--- src/rtl/mem_arbiter_pkg.sv ---
// mem_arbiter_pkg: shared types and default widths for the two-port memory arbiter.
package mem_arbiter_pkg;

  localparam int DEF_ADDR_W = 16;
  localparam int DEF_DATA_W = 8;

  typedef enum logic [1:0] {
    IDLE = 2'd0,
    MEM  = 2'd1,
    RESP = 2'd2
  } state_t;

endpackage

--- src/rtl/mem_arbiter_pick.sv ---
// mem_arbiter_pick: combinational two-way winner select.
// Build option MEM_ARB_ROUND_ROBIN_EN: when defined, contention goes to the port
// that did not win last time; otherwise port 0 always wins contention.
module mem_arbiter_pick (
  input  logic req0,
  input  logic req1,
  input  logic last,
  output logic valid,
  output logic winner
);

  // Winner is only meaningful while valid; a lone requester always wins.
  always_comb begin
    valid = req0 | req1;
`ifdef MEM_ARB_ROUND_ROBIN_EN
    winner = (req0 && req1) ? ~last : ~req0;
`else
    winner = ~req0;
`endif
  end

`ifndef MEM_ARB_ROUND_ROBIN_EN
  // Fixed priority has no history; keep the port so both builds share one interface.
  logic unused_last;
  assign unused_last = last;
`endif

endmodule

--- src/rtl/mem_arbiter.sv ---
// mem_arbiter: shares one single-port memory between two req/ack requesters.
// Build option MEM_ARB_ROUND_ROBIN_EN selects round-robin contention handling
// (adds a last-grant register); the default build uses fixed priority to port 0.
//
// state | meaning
// IDLE  | no access in flight; pick a winner when any request is high
// MEM   | mem_* held stable, waiting for mem_ack
// RESP  | winner's ack is high for this single cycle
module mem_arbiter
  import mem_arbiter_pkg::*;
#(
  parameter int ADDR_W = DEF_ADDR_W,
  parameter int DATA_W = DEF_DATA_W
) (
  input  logic              clk,
  input  logic              rst,
  input  logic              p0_req,
  input  logic              p0_wr,
  input  logic [ADDR_W-1:0] p0_addr,
  input  logic [DATA_W-1:0] p0_wdata,
  output logic              p0_ack,
  output logic [DATA_W-1:0] p0_rdata,
  input  logic              p1_req,
  input  logic              p1_wr,
  input  logic [ADDR_W-1:0] p1_addr,
  input  logic [DATA_W-1:0] p1_wdata,
  output logic              p1_ack,
  output logic [DATA_W-1:0] p1_rdata,
  output logic              mem_req,
  output logic              mem_wr,
  output logic [ADDR_W-1:0] mem_addr,
  output logic [DATA_W-1:0] mem_wdata,
  input  logic              mem_ack,
  input  logic [DATA_W-1:0] mem_rdata,
  output logic              grant
);

  state_t state;
  logic   pick_valid;
  logic   pick_winner;
  logic   last_grant;

`ifndef MEM_ARB_ROUND_ROBIN_EN
  assign last_grant = 1'b1;
`endif

  mem_arbiter_pick u_pick (
    .req0   (p0_req),
    .req1   (p1_req),
    .last   (last_grant),
    .valid  (pick_valid),
    .winner (pick_winner)
  );

  // Arbitration FSM; every output is a register, so no input reaches an output combinationally.
  always_ff @(posedge clk or negedge rst) begin
    if (!rst) begin
      state     <= IDLE;
      mem_req   <= 1'b0;
      mem_wr    <= 1'b0;
      mem_addr  <= '0;
      mem_wdata <= '0;
      p0_ack    <= 1'b0;
      p1_ack    <= 1'b0;
      p0_rdata  <= '0;
      p1_rdata  <= '0;
      grant     <= 1'b1;
`ifdef MEM_ARB_ROUND_ROBIN_EN
      last_grant <= 1'b1;
`endif
    end else begin
      case (state)
        IDLE: begin
          if (pick_valid) begin
            state   <= MEM;
            mem_req <= 1'b1;
            grant   <= pick_winner;
`ifdef MEM_ARB_ROUND_ROBIN_EN
            last_grant <= pick_winner;
`endif
            if (pick_winner) begin
              mem_wr    <= p1_wr;
              mem_addr  <= p1_addr;
              mem_wdata <= p1_wdata;
            end else begin
              mem_wr    <= p0_wr;
              mem_addr  <= p0_addr;
              mem_wdata <= p0_wdata;
            end
          end
        end
        MEM: begin
          if (mem_ack) begin
            state   <= RESP;
            mem_req <= 1'b0;
            // Only the granted port's ack/rdata move; writes leave rdata alone.
            if (grant) begin
              p1_ack <= 1'b1;
              if (!mem_wr) p1_rdata <= mem_rdata;
            end else begin
              p0_ack <= 1'b1;
              if (!mem_wr) p0_rdata <= mem_rdata;
            end
          end
        end
        RESP: begin
          state  <= IDLE;
          p0_ack <= 1'b0;
          p1_ack <= 1'b0;
        end
        default: state <= IDLE;
      endcase
    end
  end

endmodule
--- config.mk ---
export PLATFORM = sky130hd
export DESIGN_NAME = mem_arbiter
export DESIGN_NICKNAME = d
export VERILOG_FILES = /design/src/rtl/mem_arbiter_pkg.sv /design/src/rtl/mem_arbiter_pick.sv /design/src/rtl/mem_arbiter.sv
export SDC_FILE = /design/constraint.sdc
export NUM_CORES = 1
export LEC_CHECK = 0
export ABC_AREA = 1
export CORE_MARGIN = 4
export CORE_UTILIZATION = 37
export CTS_CLUSTER_SIZE = 28
export DETAILED_ROUTE_END_ITERATION = 10
export GPL_TIMING_DRIVEN = 0
export PLACE_DENSITY = 0.76
export REMOVE_ABC_BUFFERS = 1
export SLEW_MARGIN = 20
export SYNTH_ARGS = -nofsm -noshare
export SYNTH_HDL_FRONTEND = slang
export SYNTH_SLANG_ARGS = --single-unit
--- constraint.sdc ---
create_clock -name clk -period 1.32 [get_ports clk]
set_clock_uncertainty 0.1 [all_clocks]
set_input_delay 0.33 -clock clk [delete_from_list [all_inputs] [get_ports clk]]
set_output_delay 0.33 -clock clk [all_outputs]
set_load 0.01 [all_outputs]
==> flow_metrics.py, run 1 <==
metrics = {
    "outcome": {
        "status": "finished with violations",
        "violations": "negative setup slack",
    },
    "placement": {
        "place_inst": 459,
        "io_buffers": 107,
        "dp_hpwl_um": 4400,
        "place_congestion": 0.789,
        "dpl_cell_area_sq_mm": 0.00344,
    },
    "floorplan": {
        "die_area_sq_mm": 0.00769,
        "io_pins": 108,
        "core-area_sq_mm": 0.00603,
        "die_w_um": 87.7,
        "initial_utilization_pct": 39.0,
        "row_count": 28,
        "die_y_um": 87.7,
    },
    "sta": {
        "setup_ws_ns": -0.0909,
        "finalHoldViolCount": 0,
        "post-route-min-period_ns": 1.41,
        "tns_ns": -0.800,
        "post-route-period-util_pct": 107,
        "setup_viol": 23,
        "rsz0062_at_grt": "true",
        "worst_pin_slew_ns": 0.572,
        "slew_violations": 0,
        "fmax_ghz": 0.709,
        "slew_headroom_pct": 61.9,
        "holdWs_ns": 0.366,
    },
    "final_layout": {
        "layout.nets": 488,
        "final_cell_count_no_fill": 501,
        "num_antenna_cells": 0,
        "drive_gt1_share_pct": 36.9,
        "layout_commonest_cell": "nand2_1",
        "final_area_sq_mm": 0.00387,
        "multi_input_area_sq_mm": 0.00113,
        "area_growth_pct": 64.8,
        "layout_common_cells": "nand2_1 (89), clkdlybuf4s50_1 (58), dfrtp_1 (45), buf_2 (43), nand2_2 (39)",
        "fillCellCount": 550,
        "seq_area_sq_mm": 0.00118,
        "final_core_util_pct": 64.2,
    },
    "synthesis": {
        "yosys-top-cells-area": "dfrtp_1 (49%), nand2_1 (18%), nand2_2 (7.7%), o21ai_0 (7.5%), inv_1 (4.6%)",
        "synth_top_area_share_pct": 49.0,
        "synth_adder_area_share_pct": 0,
        "syn-instance-count": 286,
        "synth_top_area_cell": "dfrtp_1",
        "synth_mux_area_share_pct": 0,
        "synth_warnings": 0,
        "synth-simple-area-share_pct": 31.7,
        "synth_seq_area_share_pct": 50.1,
        "synth.distinct_cells": 21,
        "syn-cell-area_sq_mm": 0.00235,
        "syn_area_per_cell_sq_um": 8.21,
        "yosys.area_share.xor_xnor_pct": 0,
        "synth-compound-area-share_pct": 8.58,
        "ys_ff_latch": 47,
        "synth_top_family_by_area": "simple AND/OR/NAND/NOR gates",
    },
    "grt": {
        "grt_max_degree": 35,
        "use_met2_pct": 31.2,
        "grt_pass1_vias": 2209,
        "grt_pass1_wl_um": 10400,
        "antenna_found_initial": 0,
        "gr-total-overflow": 0,
        "grt_usage_pct": 17.2,
        "use_met3_pct": 3.95,
        "busiest_layer": "met2",
        "gr-usage-met1_pct": 20.8,
    },
    "setup_path": {
        "path_max_fanout": 2,
        "crit_path_max_incr_delay_ns": 0.57,
        "critPathLaunchType": "flop",
        "crit_slowest_cell": "dfstp_2",
        "cp_data_required_time_ns": 0.89,
        "critPathBufInv": 1,
        "endpoint_kind": "primary output",
        "criticalPathCategory": "flop to primary output",
        "arrival_ns": 0.98,
        "crit_path_cell_trace": "buf_6",
        "path_delay_family": "flip-flops",
    },
    "drt": {
        "num_vias": 2334,
        "avgRoutedWirePerCell_um": 13.9,
        "ant_nets": 0,
        "drc": 0,
        "drt_iter0_markers": 68,
        "drt-total-wl_um": 6980,
        "vias_per_cell": 4.66,
        "drt_first_pass_iters": 4,
    },
    "run": {
        "maxCapViolations": 0,
    },
    "power_and_ir_drop": {
        "ir_worst_vdd_mv": 1.01,
        "leakagePower_nw": 2.04,
        "power_density_mw_per_mm2": 2040,
    },
    "clock_network": {
        "cts_tree": "built",
        "clock_sinks": 47,
        "cts_inserted_buffers": 5,
        "clk_pin_slew_ns": 0.10,
        "htree_levels": 2,
        "clkLatencyLatePin_ns": 0.30,
        "cts-root-buf": "clkbuf_8",
        "ctsLongestPathBuffers": 2,
    },
    "worst_hold_path": {
        "hold_class": "primary input to flop",
    },
}
-- flip-flops by register name, summed over array words and instances, names as in the netlist --
name	count
mem_addr	16
mem_wdata	8
p0_rdata	8
p1_rdata	8
state	2
grant	1
mem_req	1
mem_wr	1
p0_ack	1
p1_ack	1
-- cells in the mapped netlist (all sizes together) --
cell type and n:
nand3b 1, buf 9, nand2 143, o21ai 38, dfstp 1, inv 31, nand3 10, nor2 5
dfrtp 46, clkbuf 2
-- layer usage --
layer	up-vias	wire length, um
met2	97	3530
met1	1064	2790
met4	0	70
li1	1163	-
met3	10	594
met5	-	0
-- repair_timing --
item	4_1_cts	5_1_grt
endpoints found under the hold margin	22	0
setup endpoints to repair	89	43
hold buffers	1	0
pin swaps	5	21
buffers inserted	18	9
resized for setup	188	48
gates cloned	3	3
-- final timing paths --
kind                       slack (ns)  cells past startpoint      endpoint          from
hold / removal                   0.37                      2      state[0]       mem_ack
min in group asynchronous        0.46                      2        p1_ack           rst
setup reg to reg                -0.06                      6   mem_addr[0]      state[0]
setup / recovery                -0.09                      1         grant         grant
hold reg to reg                  0.38                      2  mem_wdata[5]  mem_wdata[5]
max in group asynchronous        0.12                      3   mem_addr[3]           rst
-- worst register-to-register path: cells and delay by family, from the launching register on --
| family | cells | cell delay [ns] |
|---|---|---|
| AOI/OAI and AO/OA | 1 | 0.07 |
| and+or+nand+nor | 3 | 0.29 |
| DFF | 1 | 0.48 |
| buffers and inverters | 2 | 0.33 |
-- cell type report --
cell class	instances	area share (%)
timing repair buffer	139	31.8
sequential	47	30.4
multi-input combinational	201	29.3
inverter	31	3.14
tap	75	2.42
clock buffer	5	1.78
clock inverter	3	1.13
-- logic make-up (layout without fill, tap and decap cells) --
family | count (synthesis) | after routing
simple gates | 159 | 161
flops | 47 | 47
buf+inv | 42 | 178
compound gates | 38 | 40
-- through the flow --
stage | power (mW) | setup WS (ns)
after CTS | 7.08 | -0.0939
after global routing | 8.46 | -0.133
after floorplan | 4.05 | -0.0231
final | 7.90 | -0.0909
after global placement | 5.85 | -1.68
after detailed placement | 5.94 | -0.568
-- power breakdown --
part           internal (mW)  switching, mW
registers               2.11          0.458
logic                   2.06           2.22
clock network          0.564          0.483
total                   4.74           3.16
Note: power is estimated with default switching activity, not from simulation.
==> run 2, diff against run 1 <==
--- a/config.mk
+++ b/config.mk
@@ -5,9 +5,9 @@
 export SDC_FILE = /design/constraint.sdc
 export NUM_CORES = 1
 export LEC_CHECK = 0
-export ABC_AREA = 1
+export ABC_AREA = 0
 export CORE_MARGIN = 4
-export CORE_UTILIZATION = 37
+export CORE_UTILIZATION = 36
 export CTS_CLUSTER_SIZE = 28
 export DETAILED_ROUTE_END_ITERATION = 10
 export GPL_TIMING_DRIVEN = 0
==> flow_metrics.py, run 2 <==
metrics = {
    "outcome": {
        "status": "finished with violations",
        "violations": "negative setup slack",
    },
    "setup_path": {
        "crit_path_end": "p1_rdata[1]",
        "timing.rr.end": "p1_rdata[1]",
        "crit_start": "grant",
        "reg2reg_slack_ns": -0.34,
        "r2r-start": "grant",
        "criticalPathCategory": "flop to flop",
        "arrival_ns": 1.73,
        "critPathLaunchType": "flop",
        "endpoint_kind": "flop",
        "rr_worst_depth": 3,
        "cp_data_required_time_ns": 1.40,
        "path_max_fanout": 8,
    },
    "floorplan": {
        "core-area_sq_mm": 0.00561,
        "initial_utilization_pct": 37.9,
        "die_y_um": 84.8,
        "die_area_sq_mm": 0.00719,
        "io_pins": 108,
        "row_count": 27,
        "die_w_um": 84.8,
    },
    "synthesis": {
        "ys_ff_latch": 47,
        "yosys.area_share.xor_xnor_pct": 0,
        "syn_area_per_cell_sq_um": 15.4,
        "synth_mux_area_share_pct": 36.4,
        "synth_common_cells": "mux2_2 (58), dfrtp_1 (46), mux2_4 (8), inv_1 (4), buf_2 (3)",
        "synth.distinct_cells": 20,
        "yosys-top-cells-area": "dfrtp_1 (54%), mux2_2 (31%), mux2_4 (5.7%), dfstp_2 (1.2%), nand3b_4 (0.94%)",
        "synthFlopType": "dfrtp_1",
        "synthArstFlopShare_pct": 100,
        "synth_warnings": 0,
        "synth_top_area_share_pct": 54.2,
        "synth_adder_area_share_pct": 0,
        "synth_top_family_by_area": "multiplexers",
        "synth.most_common_cell": "mux2_2",
        "synth_seq_area_share_pct": 55.5,
        "synth_edf_count": 0,
        "synth-compound-area-share_pct": 2.95,
        "syn-cell-area_sq_mm": 0.00212,
        "syn-instance-count": 138,
        "synth-simple-area-share_pct": 2.36,
        "synth_top_area_cell": "dfrtp_1",
    },
    "clock_network": {
        "htree_levels": 2,
        "clk_pin_slew_ns": 0.08,
        "ctsLongestPathBuffers": 2,
        "cts_tree": "built",
        "clock_sinks": 47,
        "clkLatencyLatePin_ns": 0.29,
        "cts_inserted_buffers": 5,
        "cts-root-buf": "clkbuf_8",
    },
    "final_layout": {
        "seq_area_sq_mm": 0.00118,
        "layout.nets": 339,
        "num_antenna_cells": 0,
        "final_area_sq_mm": 0.00357,
        "fillCellCount": 457,
        "largest_register": "mem_addr",
        "drive_gt1_share_pct": 57.4,
        "layout_commonest_cell": "clkdlybuf4s50_1",
        "largest_reg_flops": 16,
        "layout_common_cells": "clkdlybuf4s50_1 (58), dfrtp_1 (44), buf_2 (43), mux2_4 (41), mux2_2 (25)",
        "area_growth_pct": 68.2,
        "multi_input_area_sq_mm": 0.00109,
        "final_cell_count_no_fill": 349,
    },
    "sta": {
        "setup_ws_ns": -0.339,
        "tns_ns": -9.66,
        "finalHoldViolCount": 0,
        "fmax_ghz": 0.603,
        "holdWs_ns": 0.388,
        "rsz0062_at_grt": "true",
        "slew_violations": 0,
        "setup_viol": 45,
        "post-route-period-util_pct": 126,
        "post-route-min-period_ns": 1.66,
        "worst_pin_slew_ns": 0.418,
        "slew_headroom_pct": 72.2,
    },
    "worst_hold_path": {
        "hold_class": "flop to flop",
    },
    "placement": {
        "dpl_cell_area_sq_mm": 0.00326,
        "io_buffers": 107,
        "place_congestion": 0.745,
        "dp_hpwl_um": 4070,
        "place_inst": 311,
    },
    "grt": {
        "grt_pass1_wl_um": 10300,
        "grt_pass1_vias": 1894,
        "gr-total-overflow": 0,
        "grt_usage_pct": 18.1,
        "antenna_found_initial": 0,
        "grt_max_degree": 31,
    },
    "drt": {
        "drc": 0,
        "drt-total-wl_um": 6410,
        "ant_nets": 0,
        "vias_per_cell": 5.00,
        "drt_first_pass_iters": 4,
        "num_vias": 1746,
        "avgRoutedWirePerCell_um": 18.4,
        "drt_iter0_markers": 101,
    },
    "power_and_ir_drop": {
        "ir_worst_vdd_mv": 0.872,
        "leakagePower_nw": 1.68,
        "p_sw_share_pct": 32.6,
        "seq_power_share_pct": 35.0,
        "intPower_mw": 5.06,
        "pwr-share-clk_pct": 10.9,
        "power_switching_mw": 2.44,
        "power_density_mw_per_mm2": 2100,
        "combPwrFrac_pct": 54.1,
    },
    "run": {
        "maxCapViolations": 0,
    },
}
run 2: cell count changes in the layout (fill, tap and decap cells not counted), moves of 15 or more:
cell and change:
mux2_2 +25, nand2_1 -89, inv_1 -24, nand2_4 -15, o21ai_0 -34, mux2_4 +41
nand2_2 -39
run 2: timing repair:
action                                 CTS  global route
setup buffers                           24             2
cloned                                   3             0
pin swaps                                2             3
setup endpoints to repair               88            69
hold buffers                             1             0
endpoints found under the hold margin   25             0
resized for setup                      233             5
run 2: logic make-up after synthesis:
group,Yosys count
AO/OA/AOI/OAI,9
AND/OR/NAND/NOR,5
buffers and inverters,11
flip-flops,47
multiplexers,66
run 2: critical path, stage by stage (launching register included):
cell	delay [ns]
dfstp_2	0.55
buf_6	0.10
or3b_4	0.47
mux2_4	0.33
run 2: worst min path at each step:
stage	from	endpoint	slack [ns]	cells after the start
finish	mem_req	mem_req	0.39	1
global route	mem_wdata[7]	mem_wdata[7]	0.42	1
CTS	mem_req	mem_req	0.39	1
detailed placement	rst	mem_addr[2]	0.30	1
global placement	mem_req	mem_req	0.38	1
floorplan	rst	mem_addr[0]	-0.07	0
run 2: power groups by stage:
stage / registers [mW] / clock network [mW] / logic (mW)
4_1_cts: 2.60 / 0.861 / 3.98
3_5_place_dp: 2.64 / 0 / 3.39
6_report: 2.62 / 0.818 / 4.06
3_3_place_gp: 2.61 / 0 / 3.34
2_1_floorplan: 2.92 / 0 / 1.18
5_1_grt: 2.71 / 0.932 / 4.30
run 2: metal layers:
layer | track usage (%) | vias up | part of all wire [%]
met5 | 0 | - | 0
met4 | 5.90 | 0 | 2.1
met3 | 6.87 | 14 | 9.6
met2 | 27.8 | 99 | 46
met1 | 23.5 | 855 | 43
li1 | - | 778 | -
run 2: stage by stage:
| step | setup slack (ns) | power, mW | util [%] |
|---|---|---|---|
| CTS | -0.344 | 7.44 | 63.0 |
| global placement | -2.05 | 5.95 | 57.8 |
| global route | -0.350 | 7.95 | 63.7 |
| detailed placement | -0.946 | 6.03 | 58.1 |
| finish | -0.339 | 7.50 | 63.7 |
| floorplan | -0.580 | 4.09 | - |
run 2: final cells by class:
cell class              instances  area share, %
flip-flops and latches         47           33.0
repair buffers                135           31.3
multi-input cells              83           30.4
well taps                      72           2.52
clock buffers                   8           2.24
inverters                       4          0.420
==> run 3, diff against run 2 <==
--- a/config.mk
+++ b/config.mk
@@ -7,13 +7,14 @@
 export LEC_CHECK = 0
 export ABC_AREA = 0
 export CORE_MARGIN = 4
-export CORE_UTILIZATION = 36
+export CORE_UTILIZATION = 35
 export CTS_CLUSTER_SIZE = 28
 export DETAILED_ROUTE_END_ITERATION = 10
 export GPL_TIMING_DRIVEN = 0
-export PLACE_DENSITY = 0.76
+export PLACE_DENSITY = 0.75
 export REMOVE_ABC_BUFFERS = 1
 export SLEW_MARGIN = 20
 export SYNTH_ARGS = -nofsm -noshare
 export SYNTH_HDL_FRONTEND = slang
 export SYNTH_SLANG_ARGS = --single-unit
+export TNS_END_PERCENT = 30
==> flow_metrics.py, run 3 (synthesis results as in run 2) <==
metrics = {
    "setup_path": {
        "criticalPathCategory": "flop to flop",
        "arrival_ns": 1.75,
        "critPathBufInv": 1,
        "cp_data_required_time_ns": 1.40,
        "endpoint_kind": "flop",
        "crit_path_max_incr_delay_ns": 0.55,
        "path_max_fanout": 8,
        "critPathLaunchType": "flop",
        "reg2reg_slack_ns": -0.36,
        "crit_slowest_cell": "dfstp_2",
        "path_delay_family": "flip-flops",
        "crit_path_cell_trace": "buf_6 > or3b_4 > mux2_4",
    },
    "grt": {
        "grt_max_degree": 32,
        "gr-total-overflow": 0,
        "grt_usage_pct": 16.8,
        "antenna_found_initial": 0,
        "grt_pass1_wl_um": 9600,
        "grt_pass1_vias": 1788,
    },
    "floorplan": {
        "die_y_um": 85.9,
        "row_count": 28,
        "die_w_um": 85.9,
        "io_pins": 108,
        "core-area_sq_mm": 0.00592,
        "initial_utilization_pct": 35.9,
        "die_area_sq_mm": 0.00738,
    },
    "sta": {
        "setup_ws_ns": -0.355,
        "setup_viol": 45,
        "post-route-min-period_ns": 1.68,
        "fmax_ghz": 0.597,
        "finalHoldViolCount": 0,
        "slew_headroom_pct": 72.5,
        "post-route-period-util_pct": 127,
        "slew_violations": 0,
        "rsz0062_at_grt": "true",
        "worst_pin_slew_ns": 0.412,
        "holdWs_ns": 0.357,
    },
    "clock_network": {
        "clock_sinks": 47,
        "htree_levels": 2,
        "ctsLongestPathBuffers": 2,
        "cts-root-buf": "clkbuf_8",
        "cts_inserted_buffers": 5,
        "clk_pin_slew_ns": 0.08,
        "cts_tree": "built",
        "clkLatencyLatePin_ns": 0.29,
    },
    "outcome": {
        "violations": "negative setup slack",
        "status": "finished with violations",
    },
    "final_layout": {
        "fillCellCount": 505,
        "final_area_sq_mm": 0.00357,
        "layout.nets": 330,
        "layout_common_cells": "clkdlybuf4s50_1 (58), buf_2 (43), dfrtp_1 (43), mux2_4 (41), mux2_2 (25)",
        "drive_gt1_share_pct": 57.5,
        "num_antenna_cells": 0,
        "area_growth_pct": 68.1,
        "largest_reg_flops": 16,
        "largest_register": "mem_addr",
        "layout_commonest_cell": "clkdlybuf4s50_1",
    },
    "placement": {
        "place_congestion": 0.715,
        "dp_slack_ns": -1.76,
        "dpl_cell_area_sq_mm": 0.00327,
        "io_buffers": 107,
        "dp_hpwl_um": 4080,
    },
    "run": {
        "maxCapViolations": 0,
    },
    "drt": {
        "drc": 0,
        "avgRoutedWirePerCell_um": 17.9,
        "drt-total-wl_um": 6150,
        "drt_first_pass_iters": 4,
        "drt_iter0_markers": 43,
        "num_vias": 1658,
        "ant_nets": 0,
        "vias_per_cell": 4.83,
    },
    "power_and_ir_drop": {
        "ir_worst_vdd_mv": 0.977,
        "intPower_mw": 5.11,
        "power_switching_mw": 2.44,
        "combPwrFrac_pct": 54.2,
        "power_density_mw_per_mm2": 2120,
        "pwr-share-clk_pct": 11.0,
        "p_sw_share_pct": 32.3,
        "seq_power_share_pct": 34.8,
        "leakagePower_nw": 1.67,
    },
    "worst_hold_path": {
        "hold_class": "primary input to flop",
    },
}
run 3: cell types whose count changed in the layout (fill, tap and decap cells not counted), moves of 2 or more:
| cell | delta |
|---|---|
| buf_4 | -12 |
| o21a_4 | -3 |
| a21oi_1 | -2 |
| buf_12 | +5 |
| a21oi_2 | +2 |
run 3: timing repair:
item,in CTS,in global routing
setup endpoints to repair,89,50
cloned,1,0
buffers inserted,16,2
pin swaps,3,3
hold buffers,1,0
endpoints found under the hold margin,16,0
gates resized for setup,232,16
run 3: layout make-up:
type                            count  area (sq um)  area share [%]
Timing Repair Buffer              129          1150            32.2
Clock buffer                        7          76.3            2.14
Tap cell                           75          93.8            2.63
Multi-Input combinational cell     80          1050            29.4
Inverter                            4          15.0           0.421
Clock inverter                      1          5.00           0.140
Sequential cell                    47          1180            33.1
run 3: path summary, 6_finish.rpt:
path	depth (start not counted)	to	from
setup / recovery	3	p1_rdata[7]	grant
hold / removal	2	grant	p0_req
setup reg to reg	3	p1_rdata[7]	grant
hold reg to reg	1	mem_req	mem_req
max in group asynchronous	3	grant	rst
min in group asynchronous	2	p1_rdata[3]	rst
run 3: worst register-to-register path: cells and delay by family (launching register included):
kind | cells | cell delay [ns]
DFF | 1 | 0.55
and+or+nand+nor | 1 | 0.48
buffers and inverters | 1 | 0.11
muxes | 1 | 0.33
run 3: routing by layer:
layer | share of wire, % | vias up | global-route usage [%]
met5 | 0 | - | 0
met4 | 1.1 | 0 | 4.75
met3 | 10 | 5 | 6.15
met2 | 46 | 84 | 27.3
met1 | 43 | 822 | 21.1
li1 | - | 747 | -
run 3: per-stage QoR:
stage / TNS [ns] / instances / power (mW) / util [%]
after floorplan: -19.72 / 131 / 4.09 / -
after global placement: -140.05 / 313 / 5.94 / 54.8
after detailed placement: -60.39 / 315 / 6.07 / 55.3
after CTS: -11.60 / 341 / 7.34 / 58.7
after global routing: -12.00 / 343 / 8.01 / 60.3
final: -10.33 / 343 / 7.55 / 60.3
run 3: power groups by stage:
stage               Sequential (mW)  Clock, mW  Combinational (mW)
floorplan                      2.92          0                1.18
detailed placement             2.63          0                3.44
CTS                            2.61      0.867                3.86
global route                   2.74      0.937                4.34
finish                         2.63      0.833                4.09
global placement               2.59          0                3.35
